[src/rtl/rs_station.sv]
`default_nettype none
// ============================================================================
// Module      : rs_station
// Description : Parameterised N-entry reservation station. Accepts one
//               instruction per cycle with two source operands, captures
//               waiting operands from a single CDB broadcast and issues the
//               oldest fully-ready entry to one functional unit through a
//               valid/ready handshake.
//
// Ports       : clk, rst (sync, active high), flush (sync clear)
//               alloc_*  : dispatch interface (valid/ready, payload, sources)
//               cdb_*    : result broadcast (valid, tag, data)
//               issue_*  : functional-unit interface (valid/ready, payload)
//               count    : number of occupied entries
//
// Options     : RS_FAST_WAKEUP_EN - when defined, an entry whose last missing
//               operand is on the CDB this cycle may issue in the same cycle
//               with the operand forwarded from cdb_data.
//
// Revision    : 1.0 - initial parameterised release
// ============================================================================
module rs_station #(
    parameter int ENTRIES = 4,
    parameter int INSTR_W = 16,
    parameter int TAG_W   = 8,
    parameter int DATA_W  = 128,
    parameter int CNT_W   = $clog2(ENTRIES + 1)
) (
    input  logic               clk,
    input  logic               rst,
    input  logic               flush,
    input  logic               alloc_valid,
    output logic               alloc_ready,
    input  logic [INSTR_W-1:0] alloc_instr,
    input  logic [TAG_W-1:0]   alloc_tag,
    input  logic [TAG_W-1:0]   src0_tag,
    input  logic [TAG_W-1:0]   src1_tag,
    input  logic               src0_rdy,
    input  logic               src1_rdy,
    input  logic [DATA_W-1:0]  src0_data,
    input  logic [DATA_W-1:0]  src1_data,
    input  logic               cdb_valid,
    input  logic [TAG_W-1:0]   cdb_tag,
    input  logic [DATA_W-1:0]  cdb_data,
    output logic               issue_valid,
    input  logic               issue_ready,
    output logic [INSTR_W-1:0] issue_instr,
    output logic [TAG_W-1:0]   issue_tag,
    output logic [DATA_W-1:0]  issue_d0,
    output logic [DATA_W-1:0]  issue_d1,
    output logic [CNT_W-1:0]   count
);

    localparam logic [CNT_W-1:0] c_FULL = CNT_W'(ENTRIES);
    localparam logic [CNT_W-1:0] c_ONE  = CNT_W'(1);

    // ------------------------------------------------------------------
    // Entry state
    // ------------------------------------------------------------------
    logic [ENTRIES-1:0] r_busy;
    logic [ENTRIES-1:0] r_v0;
    logic [ENTRIES-1:0] r_v1;
    logic [INSTR_W-1:0] r_instr [ENTRIES];
    logic [TAG_W-1:0]   r_dst   [ENTRIES];
    logic [TAG_W-1:0]   r_t0    [ENTRIES];
    logic [TAG_W-1:0]   r_t1    [ENTRIES];
    logic [DATA_W-1:0]  r_d0    [ENTRIES];
    logic [DATA_W-1:0]  r_d1    [ENTRIES];
    // Age matrix: r_older[i][j] = 1 means entry i was allocated before
    // entry j. A new entry clears its own row (younger than everyone) and
    // sets its column in every other row. Relative order among existing
    // entries is untouched, so the busy entries always form a total order.
    logic [ENTRIES-1:0] r_older [ENTRIES];
    logic [CNT_W-1:0]   r_count;

    // ------------------------------------------------------------------
    // Combinational
    // ------------------------------------------------------------------
    logic [ENTRIES-1:0] w_hit0;
    logic [ENTRIES-1:0] w_hit1;
    logic [ENTRIES-1:0] w_rdy;
    logic [ENTRIES-1:0] w_sel;
    logic [ENTRIES-1:0] w_alloc_oh;
    logic               w_alloc_found;
    logic               w_alloc_fire;
    logic               w_issue_fire;

    // Wakeup match: only busy entries still waiting on an operand compare,
    // so stale tags in free entries can never capture.
    always_comb begin
        for (int i = 0; i < ENTRIES; i++) begin
            w_hit0[i] = r_busy[i] && !r_v0[i] && cdb_valid && (r_t0[i] == cdb_tag);
            w_hit1[i] = r_busy[i] && !r_v1[i] && cdb_valid && (r_t1[i] == cdb_tag);
`ifdef RS_FAST_WAKEUP_EN
            w_rdy[i]  = r_busy[i] && (r_v0[i] || w_hit0[i]) && (r_v1[i] || w_hit1[i]);
`else
            w_rdy[i]  = r_busy[i] && r_v0[i] && r_v1[i];
`endif
        end
    end

    // Oldest-ready select: an entry wins when no other ready entry is older.
    always_comb begin
        for (int i = 0; i < ENTRIES; i++) begin
            w_sel[i] = w_rdy[i];
            for (int j = 0; j < ENTRIES; j++) begin
                if (j != i && w_rdy[j] && r_older[j][i]) begin
                    w_sel[i] = 1'b0;
                end
            end
        end
    end

    // Lowest-index free entry for allocation.
    always_comb begin
        w_alloc_oh    = '0;
        w_alloc_found = 1'b0;
        for (int i = 0; i < ENTRIES; i++) begin
            if (!r_busy[i] && !w_alloc_found) begin
                w_alloc_oh[i] = 1'b1;
                w_alloc_found = 1'b1;
            end
        end
    end

    // Payload outputs are zero whenever nothing is selected.
    always_comb begin
        issue_instr = '0;
        issue_tag   = '0;
        issue_d0    = '0;
        issue_d1    = '0;
        for (int i = 0; i < ENTRIES; i++) begin
            if (w_sel[i]) begin
                issue_instr = r_instr[i];
                issue_tag   = r_dst[i];
`ifdef RS_FAST_WAKEUP_EN
                issue_d0    = r_v0[i] ? r_d0[i] : cdb_data;
                issue_d1    = r_v1[i] ? r_d1[i] : cdb_data;
`else
                issue_d0    = r_d0[i];
                issue_d1    = r_d1[i];
`endif
            end
        end
    end

    // alloc_ready looks only at the registered count, so a full station
    // does not accept even when an issue frees an entry in the same cycle.
    assign alloc_ready  = (r_count != c_FULL);
    assign issue_valid  = |w_rdy;
    assign w_alloc_fire = alloc_valid && alloc_ready;
    assign w_issue_fire = issue_valid && issue_ready;
    assign count        = r_count;

    // ------------------------------------------------------------------
    // Sequential
    // ------------------------------------------------------------------
    always_ff @(posedge clk) begin
        if (rst || flush) begin
            r_busy  <= '0;
            r_v0    <= '0;
            r_v1    <= '0;
            r_count <= '0;
        end else begin
            for (int i = 0; i < ENTRIES; i++) begin
                if (w_issue_fire && w_sel[i]) begin
                    // Issued entry is freed; any same-cycle wakeup is moot.
                    r_busy[i] <= 1'b0;
                    r_v0[i]   <= 1'b0;
                    r_v1[i]   <= 1'b0;
                end else if (w_alloc_fire && w_alloc_oh[i]) begin
                    r_busy[i]  <= 1'b1;
                    r_instr[i] <= alloc_instr;
                    r_dst[i]   <= alloc_tag;
                    r_t0[i]    <= src0_tag;
                    r_t1[i]    <= src1_tag;
                    // Source data first, then allocation-time CDB bypass.
                    if (src0_rdy) begin
                        r_d0[i] <= src0_data;
                        r_v0[i] <= 1'b1;
                    end else if (cdb_valid && cdb_tag == src0_tag) begin
                        r_d0[i] <= cdb_data;
                        r_v0[i] <= 1'b1;
                    end else begin
                        r_v0[i] <= 1'b0;
                    end
                    if (src1_rdy) begin
                        r_d1[i] <= src1_data;
                        r_v1[i] <= 1'b1;
                    end else if (cdb_valid && cdb_tag == src1_tag) begin
                        r_d1[i] <= cdb_data;
                        r_v1[i] <= 1'b1;
                    end else begin
                        r_v1[i] <= 1'b0;
                    end
                end else begin
                    if (w_hit0[i]) begin
                        r_d0[i] <= cdb_data;
                        r_v0[i] <= 1'b1;
                    end
                    if (w_hit1[i]) begin
                        r_d1[i] <= cdb_data;
                        r_v1[i] <= 1'b1;
                    end
                end
            end

            case ({w_alloc_fire, w_issue_fire})
                2'b10:   r_count <= r_count + c_ONE;
                2'b01:   r_count <= r_count - c_ONE;
                default: r_count <= r_count;
            endcase
        end
    end

    // Age matrix only matters for busy entries, so it needs no reset.
    always_ff @(posedge clk) begin
        if (!(rst || flush) && w_alloc_fire) begin
            for (int j = 0; j < ENTRIES; j++) begin
                if (w_alloc_oh[j]) begin
                    r_older[j] <= '0;
                end else begin
                    r_older[j] <= r_older[j] | w_alloc_oh;
                end
            end
        end
    end

endmodule
`default_nettype wire
[config.mk]
export PLATFORM = sky130hd
export DESIGN_NAME = rs_station
export DESIGN_NICKNAME = d
export VERILOG_FILES = /design/src/rtl/rs_station.sv
export SDC_FILE = /design/constraint.sdc
export NUM_CORES = 2
export LEC_CHECK = 0
export BUFFER_PORTS_ARGS = -buffer_cell sky130_fd_sc_hd__buf_2
export CORE_ASPECT_RATIO = 1.4
export CORE_MARGIN = 5
export CORE_UTILIZATION = 25
export DETAILED_ROUTE_END_ITERATION = 16
export MAX_ROUTING_LAYER = met4
export SYNTH_ARGS = -nofsm -noshare
export SYNTH_HDL_FRONTEND = slang
export SYNTH_SLANG_ARGS = --single-unit
[constraint.sdc]
create_clock -name clk -period 20 [get_ports clk]
set_input_delay 1 -clock clk [delete_from_list [all_inputs] [get_ports clk]]
set_output_delay 1 -clock clk [all_outputs]
set_load 0.05 [all_outputs]
==> flow_summary.toml <==
[power]
peakVddDrop_mv = 0.0795
power.total_mw = 5.52
p_per_area_mw_per_mm2 = 79.3
leakage_nw = 24.5

[route]
totalWireLength_um = 213000
ant_nets = 0
drc_errors = 0
routedWlPerCell_um = 27.1
vias = 39200
drt_iter0_drc = 3967
viasPerCell = 5.00
first_pass_iters = 5

[synthesis]
ys_warn_count = 0
yosys_register_bits = 1211
syn_nets = 4403
syn-cell-area_mm2 = 0.0589
syn_area_per_cell_um2 = 14.9
synth_top_cell_by_area = "edfxtp_1"
ys_async_sr_fraction_pct = 0
synth_edf_count = 1196
synth_cell_types = 49
syn_inst = 3961
yosysTopAreaCellShare_pct = 61.0
ys_seq_area_share_pct = 61.5
synthFlopType = "edfxtp_1"
synthTopCellsByArea = "edfxtp_1 (61%), mux2_2 (14%), mux2_4 (6.1%)"

[floorplan]
num_io_pins = 725
die_w_um = 420
rows = 210
start_util_pct = 25.1
die_area_mm2 = 0.245
fp.dieH_um = 584
coreArea_mm2 = 0.234

[cts]
cts_max_level = 4
path_clk_slew_ns = 0.06
post_cts_buffers = 0
postCtsHoldBufs = 0
clockBufferDepth = 4
clk_latency_ns = 0.81
cts_tree = "done"
clock-sinks = 1211
cts_resized = 0
clk_root_buffer_cell = "clkbuf_16"
cts_made_buffers = 142

[cells_and_area]
seqCellArea_mm2 = 0.0362
area_delta_synth_final_pct = 18.2
multi_input_area_mm2 = 0.0208
fillers = 23500
drive_gt1_share_pct = 42.4
fin_nets = 5031
final_cell_area_mm2 = 0.0696

[setup_path]
critPathKind = "register to primary output"
startpoint_type = "register"
required_ns = 19.00
cp.arrival_ns = 6.05
cp-end-kind = "primary output"
crit_fanout = 67
cp_cell_sequence = "and3_1 > nand2_1 > o2111a_4 > nor2b_4 > buf_4 > buf_4 > buf_4 > a221oi_1 > o21ai_0 > buf_2"
crit_family = "buffers and inverters"
cpPeakStageDelay_ns = 0.92
crit_path_start = "r_busy[0]$_SDFFE_PP0N_"
crit_buf_inv = 4
r2r_start = "r_busy[1]$_SDFFE_PP0N_"
cpMostUsedCell = "buf_4"
crit_slowest_cell = "buf_4"

[grt]
grt_util_all_layers_pct = 17.0
grt_max_degree = 142
grt_pass1_wl_um = 297000
use_met2_pct = 27.5
grt_use_met1_pct = 20.4
grt_overflow = 0
antenna_found_initial = 120
busiest_layer = "met2"
first_global_vias = 40300
use_met3_pct = 3.95

[sta]
slew_viol_final = 0
slew_headroom_pct = 25.4
rsz0062_at_grt = "false"
worstMarginPinSlew_ns = 1.12
hold_violations = 0
setup_viol = 0
finalClockSkew_ns = 0.0797
min_period_ns = 7.05
tns_ns = 0
finalWorstSetupSlack_ns = 12.96
max_freq_ghz = 0.142
hold_slack_ns = 0.417
period_share_pct = 35.2

[place]
placed_area_mm2 = 0.0652
portBuffers = 724
place_congestion = 0.818
dp_hpwl_um = 130000
place_ws_ns = 13.72

[outcome]
outcome = "completed"

[min_path]
min_path_type = "primary input to register"
hp-start = "alloc_tag[4]"

[flow_run]
maxCapViolations = 0
-- cell usage after synthesis (all sizes together) (4+ instances only) --
cell / n
nor4: 11
mux2: 1024
nand2: 315
nand3: 19
nand4: 9
or2: 4
a21oi: 28
xor2: 60
inv: 14
and3: 4
nor2: 29
nor3: 16
dfxtp: 15
o21ai: 571
a221oi: 283
edfxtp: 1196
xnor2: 22
clkbuf: 160
buf: 153
-- state kept, by name (all words and copies together) (netlist names) --
name and count:
r_t1 32, r_d1 512, r_t0 32, r_dst 32
count 3, r_older 12, r_d0 512, r_instr 64
r_v0 4, r_busy 4, r_v1 4
-- path summary, 6_finish.rpt --
check / to / slack (ns) / depth (start not counted)
setup / recovery: issue_d1[92] / 12.96 / 10
hold / removal: r_dst[2][4]$_DFFE_PP_ / 0.42 / 1
setup reg to reg: r_d1[1][54]$_DFFE_PP_ / 15.20 / 7
hold reg to reg: r_v0[0]$_SDFFE_PP0P_ / 0.56 / 2
-- report_power, final --
part | switching [mW] | internal [mW] | total, mW
logic | 0.128 | 0.130 | 0.257
registers | 0.00525 | 2.81 | 2.81
clock network | 1.07 | 1.38 | 2.45
-- metal layers --
layer | share of wire [%] | routed length (um)
met3 | 8.2 | 17500
met1 | 39 | 83600
met4 | 4.4 | 9430
met2 | 48 | 102000
met5 | 0 | 0
-- metrics by stage --
stage / util, % / instances
CTS: 29.6 / 7755
global placement: 27.8 / 7519
finish: 29.7 / 7845
floorplan: - / 3961
detailed placement: 27.8 / 7519
global route: 29.7 / 7827
-- cell type report --
class / instances / share of cell area, %
sequential: 1211 / 52.0
multi-input combinational: 2423 / 29.9
timing repair buffer: 797 / 6.14
tap: 3074 / 5.53
clock buffer: 169 / 5.28
clock inverter: 67 / 0.742
antenna: 90 / 0.324
inverter: 14 / 0.0755
-- worst register-to-register path, delay by kind of cell (launching register included) --
| family | cells | cell delay [ns] |
|---|---|---|
| buf+inv | 2 | 1.76 |
| simple gates | 3 | 1.11 |
| compound gates | 1 | 0.61 |
| flops | 1 | 0.57 |
| mux | 1 | 0.44 |
-- cell usage in the layout (no fill, tap or decap), types with 8 or more instances in the layout --
cell type     n
mux2_4      240
nor3_1       16
dfxtp_1      15
clkbuf_1     26
mux2_2      730
clkinv_1     30
nand4_1       9
diode_2      90
buf_4        65
a221oi_1    282
edfxtp_1   1196
xnor2_1      19
buf_2       724
clkbuf_16   143
nand2_1     311
inv_6        12
o21ai_0     564
xor2_1       60
nand3_1      16
inv_1        14
a21oi_1      23
clkinv_2     10
nor4_1        9
mux2_1       54
nor2_1       24
buf_12        8
-- logic make-up (layout without fill, tap and decap cells) --
group / Yosys count / in the layout / share of synthesized area [%]
xor+xnor: 82 / 82 / 1.26
buf+inv: 327 / 1047 / 3.53
fa+ha+maj: 2 / 2 / 0.0553
flops: 1211 / 1211 / 61.5
compound gates: 892 / 892 / 9.48
simple gates: 420 / 420 / 2.99
other cells: 0 / 90 / 0
mux: 1027 / 1027 / 21.2
Power figures use the tool's default switching activity.
